$ cat src/rtl/demux32_1to4_buf_pkg.sv
// Shared constants and types for the 1:4 buffered word demux.
package demux32_1to4_buf_pkg;
  localparam int NUM_CH    = 4;
  localparam int WIDTH_DEF = 32;
  localparam int CNT_W_DEF = 8;

  typedef logic [1:0] sel_t;

  localparam sel_t CH0 = 2'd0;
  localparam sel_t CH1 = 2'd1;
  localparam sel_t CH2 = 2'd2;
  localparam sel_t CH3 = 2'd3;
endpackage

$ cat src/rtl/demux32_1to4_buf_slot.sv
// One-entry holding register for a single consumer channel.
module demux_slot #(
  parameter int WIDTH = 32
) (
  input  logic             Clk,
  input  logic             Reset,
  input  logic             load,
  input  logic [WIDTH-1:0] d,
  input  logic             drain_rdy,
  output logic [WIDTH-1:0] q,
  output logic             full
);
  // A load wins over a drain in the same cycle, so pass-through keeps the slot full.
  always_ff @(posedge Clk or posedge Reset) begin
    if (Reset) begin
      q    <= '0;
      full <= 1'b0;
    end else if (load) begin
      q    <= d;
      full <= 1'b1;
    end else if (full && drain_rdy) begin
      full <= 1'b0;
    end
  end
endmodule

$ cat src/rtl/demux32_1to4_buf.sv
// Routes one producer word to one of four buffered consumer channels with valid/ready.
module demux32_1to4_buf
  import demux32_1to4_buf_pkg::*;
#(
  parameter int WIDTH = WIDTH_DEF,
  parameter int CNT_W = CNT_W_DEF
) (
  input  logic             Clk,
  input  logic             Reset,
  input  logic [WIDTH-1:0] in_data,
  input  logic [1:0]       in_sel,
  input  logic             in_valid,
  output logic             in_ready,
  output logic [WIDTH-1:0] out_data0,
  output logic [WIDTH-1:0] out_data1,
  output logic [WIDTH-1:0] out_data2,
  output logic [WIDTH-1:0] out_data3,
  output logic [3:0]       out_valid,
  input  logic [3:0]       out_ready,
  output logic [CNT_W-1:0] accept_cnt
);
  logic [NUM_CH-1:0]            full;
  logic [NUM_CH-1:0]            load;
  logic [NUM_CH-1:0][WIDTH-1:0] slotQ;
  logic                         accept;

  // Ready only looks at the targeted channel; a draining target accepts in the same cycle.
  assign in_ready = !full[in_sel] | out_ready[in_sel];
  assign accept   = in_valid & in_ready;

  for (genvar i = 0; i < NUM_CH; i++) begin : gSlot
    assign load[i] = accept & (in_sel == sel_t'(i));

    demux_slot #(.WIDTH(WIDTH)) uSlot (
      .Clk       (Clk),
      .Reset     (Reset),
      .load      (load[i]),
      .d         (in_data),
      .drain_rdy (out_ready[i]),
      .q         (slotQ[i]),
      .full      (full[i])
    );
  end

  assign out_valid = full;
  assign out_data0 = slotQ[CH0];
  assign out_data1 = slotQ[CH1];
  assign out_data2 = slotQ[CH2];
  assign out_data3 = slotQ[CH3];

  always_ff @(posedge Clk or posedge Reset) begin
    if (Reset)       accept_cnt <= '0;
    else if (accept) accept_cnt <= accept_cnt + 1'b1;
  end
endmodule

$ cat config.mk
export PLATFORM = sky130hd
export DESIGN_NAME = demux32_1to4_buf
export DESIGN_NICKNAME = d
export VERILOG_FILES = /design/src/rtl/demux32_1to4_buf_pkg.sv /design/src/rtl/demux32_1to4_buf_slot.sv /design/src/rtl/demux32_1to4_buf.sv
export SDC_FILE = /design/constraint.sdc
export NUM_CORES = 1
export LEC_CHECK = 0
export CAP_MARGIN = 10
export CORE_MARGIN = 5
export CORE_UTILIZATION = 45
export DETAILED_ROUTE_END_ITERATION = 8
export MAX_ROUTING_LAYER = met4
export PLACE_DENSITY = 0.89
export SLEW_MARGIN = 20
export SYNTH_ARGS = -nofsm -noshare
export SYNTH_HDL_FRONTEND = slang
export SYNTH_SLANG_ARGS = --single-unit
$ cat constraint.sdc
create_clock -name Clk -period 9.2 [get_ports Clk]
set_clock_uncertainty 0.15 [all_clocks]
set_input_delay 1.84 -clock Clk [delete_from_list [all_inputs] [get_ports Clk]]
set_output_delay 1.84 -clock Clk [all_outputs]
set_load 0.01 [all_outputs]
Word-level counts from Yosys, hierarchy flattened

Index checks and enable logic that the tools add are counted.

Register bits after elaboration: 140

Bitwise logic cells: 6
Add/sub/neg operators: 1
Eq/ne operators: 3
$lt $le $gt $ge: 1
Reductions and logical operators: 10
Multiplexer cells: 12

Operators by type and width:

| operator            | number |
|---|---|
| $mux 1              | 10 |
| $add 8x1->8 const B | 1 |
| $reduce_bool 2->1   | 4 |
| $and 1x1->1         | 5 |
| $bmux 1 s2          | 2 |
| $eq 2x2->1 const B  | 2 |
| $logic_and 1x1->1   | 4 |
| $lt 2x3->1 const B  | 1 |
| $eq 2x1->1 const B  | 1 |
| $logic_not 2->1     | 1 |
| $logic_not 1->1     | 1 |
| $or 1x1->1          | 1 |

Depth between registers and ports, before layout

Depth after elaboration: 7
Mapped depth: 6
Depth with buffers taken out: 5

Modules after synthesis

Synthesis repeated with hierarchy kept, for this count alone.

Cell total of the unflattened synthesis: 333
Area, all modules: 5999.5 um^2

By module, submodules not included:

| module           | area each (um^2) | cells each | seq. area each (um^2) | instances |
|---|---|---|---|---|
| demux_slot       | 1381.3           | 72         | 825.8                 | 4 |
| demux32_1to4_buf | 474.2            | 45         | 200.2                 | 1 |

Worst setup path before layout

OpenSTA, ideal clock, no wires.

Path type: input to output
Start: in out_ready[3]
End: out in_ready
Setup slack: 4662 ps
Required time: 7210 ps
Cell stages on the path: 2
Data arrival time: 2548 ps
Cells stage by stage: nand2b_1 mux4_2

Longest elaborated chain between the ends: 3

Ends and longest elaborated chain:

| item                         | RTL line               | RTL |
|---|---|---|
| start, declared              | demux32_1to4_buf.sv:19 | `input logic [3:0] out_ready,` |
| $bmux 1 s2                   | demux32_1to4_buf.sv:28 | `assign in_ready = !full[in_sel] \| out_ready[in_sel];` |
| $mux 1 (implied by the code) | demux32_1to4_buf.sv:28 |  |
| $or 1x1->1                   | demux32_1to4_buf.sv:28 |  |
| end, declared                | demux32_1to4_buf.sv:13 | `output logic in_ready,` |

Every way passes these cells. The select of a mux whose other input is x is not followed.

Final worst setup path

Start: in in_sel[1]
End: out in_ready

Longest elaborated chain between the ends: 4

Ends and longest elaborated chain:

| item                         | RTL line               | RTL |
|---|---|---|
| start, declared              | demux32_1to4_buf.sv:11 | `input logic [1:0] in_sel,` |
| $bmux 1 s2                   | demux32_1to4_buf.sv:28 |  |
| $mux 1 (implied by the code) | demux32_1to4_buf.sv:28 |  |
| $logic_not 1->1              | demux32_1to4_buf.sv:28 |  |
| $or 1x1->1 *                 | demux32_1to4_buf.sv:28 |  |

Every way passes the cells marked *; elsewhere a longest branch is shown, timed or not. The select of a mux whose other input is x is not followed.

==> metrics.md <==
| Metric | Value |
|---|---|
| Clk buf depth | 2 |
| Critical path's slowest cell | mux4_2 |
| Status | finished, final reports clean |
| Clock slew at reported path FFs | ~60 ps |
| CP top delay family | buffers and inverters |
| Die H | around 120 um |
| Max-slew headroom | 35.7% |
| GR met1 Demand/Resource | a little under a quarter |
| Vias in the first global route | approximately 3800 |
| Clock latency on the worst-skew pair | about 410 ps |
| Dpl cells | around 660 |
| Initial antenna violation count | 0 |
| GRT Max-Usage Layer | met2 |
| Net Count, Synth | ~370 |
| Slowest stage delay, CP | between 600 and 700 ps |
| DR vias/cell | between 4 and 5 |
| RSZ-0062 raised after global routing | false |
| Setup slack at placement | between 3000 and 4000 ps |
| GRT overflow | 0 |
| Commonest non-fill, non-tap cell in the layout | clkdlybuf4s50_1 |
| Die X | 121 um |
| Sequential-to-total area share from yosys stat | a little over three fifths |
| Layout cells sized above 1 | between 20% and 30% |
| # fillers | a little under 900 |
| Top cell by count, worst path | clkdlybuf4s50_1 |
| Final Hold Viols | 0 |
| CP Capture Type | primary output |
| Gr usage total | roughly a fifth |
| Worst min-delay path class | reg -> reg |
| DRT antenna net count | 0 |
| Worst Path Required | 7210 ps |
| Setup TNS | 0 ps |
| Final cell count without fillers | a little under 700 |
| Commonest non-fill, non-tap cells in the layout | clkdlybuf4s50_1 (181), dfrtp_1 (140), mux2_2 (74) |
| Root buffer cell | clkbuf_16 |
| Postcts setup bufs | 0 |
| CTS Sinks | 140 |
| Worst-margin pin slew | between 900 and 1000 ps |
| Vias after detailed routing | around 3400 |
| Die area | between 0.01 and 0.015 mm2 |
| Critical path arrival | about 3700 ps |
| GRT met2 Usage | 31.5% |
| F_max | around 180 MHz |
| Util after Layout | between 60% and 70% |
| DPL Wire Length | 9160 um |
| Fin crit period | ~5600 ps |
| Synth unique cells | 26 |
| DRC | 0 |
| Nets | 556 |
| Worst-path fanout max | 8 |
| Core area | ~0.012 mm2 |
| Yosys top cell area share | 62.8% |
| Largest net degree at the start of global routing | 86 |
| Buffers on Ports | approximately 180 |
| Cell Rows | 40 |
| CTS buffer count | 17 |
| Largest cells by area after synthesis | dfrtp_1 (63%), mux2_2 (15%), mux2_4 (8.1%), mux2_1 (5.0%), buf_6 (1.6%) |
| Max-Cap Viols | 0 |
| Mapped Area | between 0.005 and 0.006 mm2 |
| CP Cell Sequence | clkdlybuf4s50_1 > mux4_2 > clkdlybuf4s50_1 |
| Fin crit share | slightly above 60% |
| DRT iter0 DRCs | approximately 150 |
| TritonCTS clock tree | done |
| Final worst slack | 3550 ps |
| Resized cells post-CTS | 0 |
| Pwr Total | ~2.1 mW |
| Flops & latches, synth | 140 |
| Pleak | roughly 3.4 nW |
| Post-Synthesis Cells | 330 |
| I/O pin count | 182 |
| Avg WL per Cell | about 19 um |
| Kind of critical path | in -> out |
| Initial Utilization | a little under half |
| Final WL | 13300 um |
| First-pass GRT wire length | approximately 21000 um |
| Layout area overhead | 44.5% |
| Peak supply drop | around 150 uV |
| Slew Limit Fails | 0 |
| Setup violators final | 0 |
| Avg Inst Size Synth | approximately 17 um2 |
| Area leader, netlist | dfrtp_1 |
| First-pass detailed-route iteration total | 4 |
| Synth warn | 0 |
| Power Density | ~260 mW/mm2 |
| GPL Wtd Cong | between 0.7 and 0.8 |
| H-tree depth | 4 |
| CP Buf/Inv Count | 2 |
| Met3 track demand over resource | 6.90% |
| Post-CTS Hold Buffers | 0 |
| Antenna cells | 0 |
| Worst setup SP type | primary input |
## synthesized netlist by cell type
cell type and number:
and2b_4 1, and3_1 3, and4_1 1, buf_12 3
buf_2 1, buf_4 7, buf_6 8, dfrtp_1 140
ha_1 1, inv_1 2, mux2_1 25, mux2_2 74
mux2_4 30, mux4_2 1, nand2_1 10, nand2_2 2
nand2b_1 3, nand2b_4 1, nand3_1 3, nand3b_4 1
nand4_1 1, nor2_1 2, nor3_1 1, nor3b_4 1
o21ai_0 1, xnor2_1 7
## metal layers
| layer | part of all wire [%] | routed length, um |
|---|---|---|
| met1 | 40 | 5360 |
| met2 | 51 | 6830 |
| met3 | 7.5 | 998 |
| met4 | 1.1 | 143 |
| met5 | 0 | 0 |
## per-stage QoR
step | cell area [um2] | hold slack (ps)
after detailed placement | 7420 | 324
after global placement | 7420 | 311
after CTS | 8060 | 332
final | 8060 | 323
after global routing | 8060 | 345
after floorplan | 5580 | 325
## cell families after synthesis
logic type                 count (synthesis)  share of synthesized area, %
DFF                                      140                          62.8
muxes                                    130                          28.5
and+or+nand+nor                           30                          3.45
buffers and inverters                     21                          3.86
xor gates and xnor gates                   7                          1.10
AOI/OAI and AO/OA                          1                        0.0896
adders and majority gates                  1                         0.224
## final cells by class
class	instances	area [um2]	area share [%]
Multi-Input combinational cell	169	1860	23.1
Inverter	2	12.5	0.155
Clock buffer	18	439	5.45
Clock inverter	13	198	2.45
Tap cell	168	210	2.61
Timing Repair Buffer	184	1840	22.8
Sequential cell	140	3500	43.5
## final timing paths
check                                             to  depth (start not counted)           startpoint  slack, ps
worst max-delay path                        in_ready                          3            in_sel[1]       3550
worst min-delay path                   accept_cnt[7]                          1        accept_cnt[7]        320
worst max register to register  gSlot[1].uSlot.q[30]                          4  gSlot[1].uSlot.full       6870
worst min register to register         accept_cnt[7]                          1        accept_cnt[7]        320
max in group asynchronous       gSlot[0].uSlot.q[31]                          3                Reset       6060
min in group asynchronous       gSlot[2].uSlot.q[24]                          2                Reset       1700
## power by group
group | switching (mW) | internal, mW | leakage, nW
logic | 0.209 | 0.358 | 1.45
registers | 0.0873 | 0.751 | 1.67
clock network | 0.247 | 0.483 | 0.307
## registers in the layout, indices dropped and copies added, names as in the netlist
name	cells
gSlot.uSlot.q	128
accept_cnt	8
gSlot.uSlot.full	4
## worst register-to-register path, delay by kind of cell (launching register included)
family,cells,cell delay [ps]
buffers and inverters,1,420
flip-flops,1,390
AND/OR/NAND/NOR,2,860
multiplexers,1,380
Note: power is estimated with default switching activity, not from simulation.
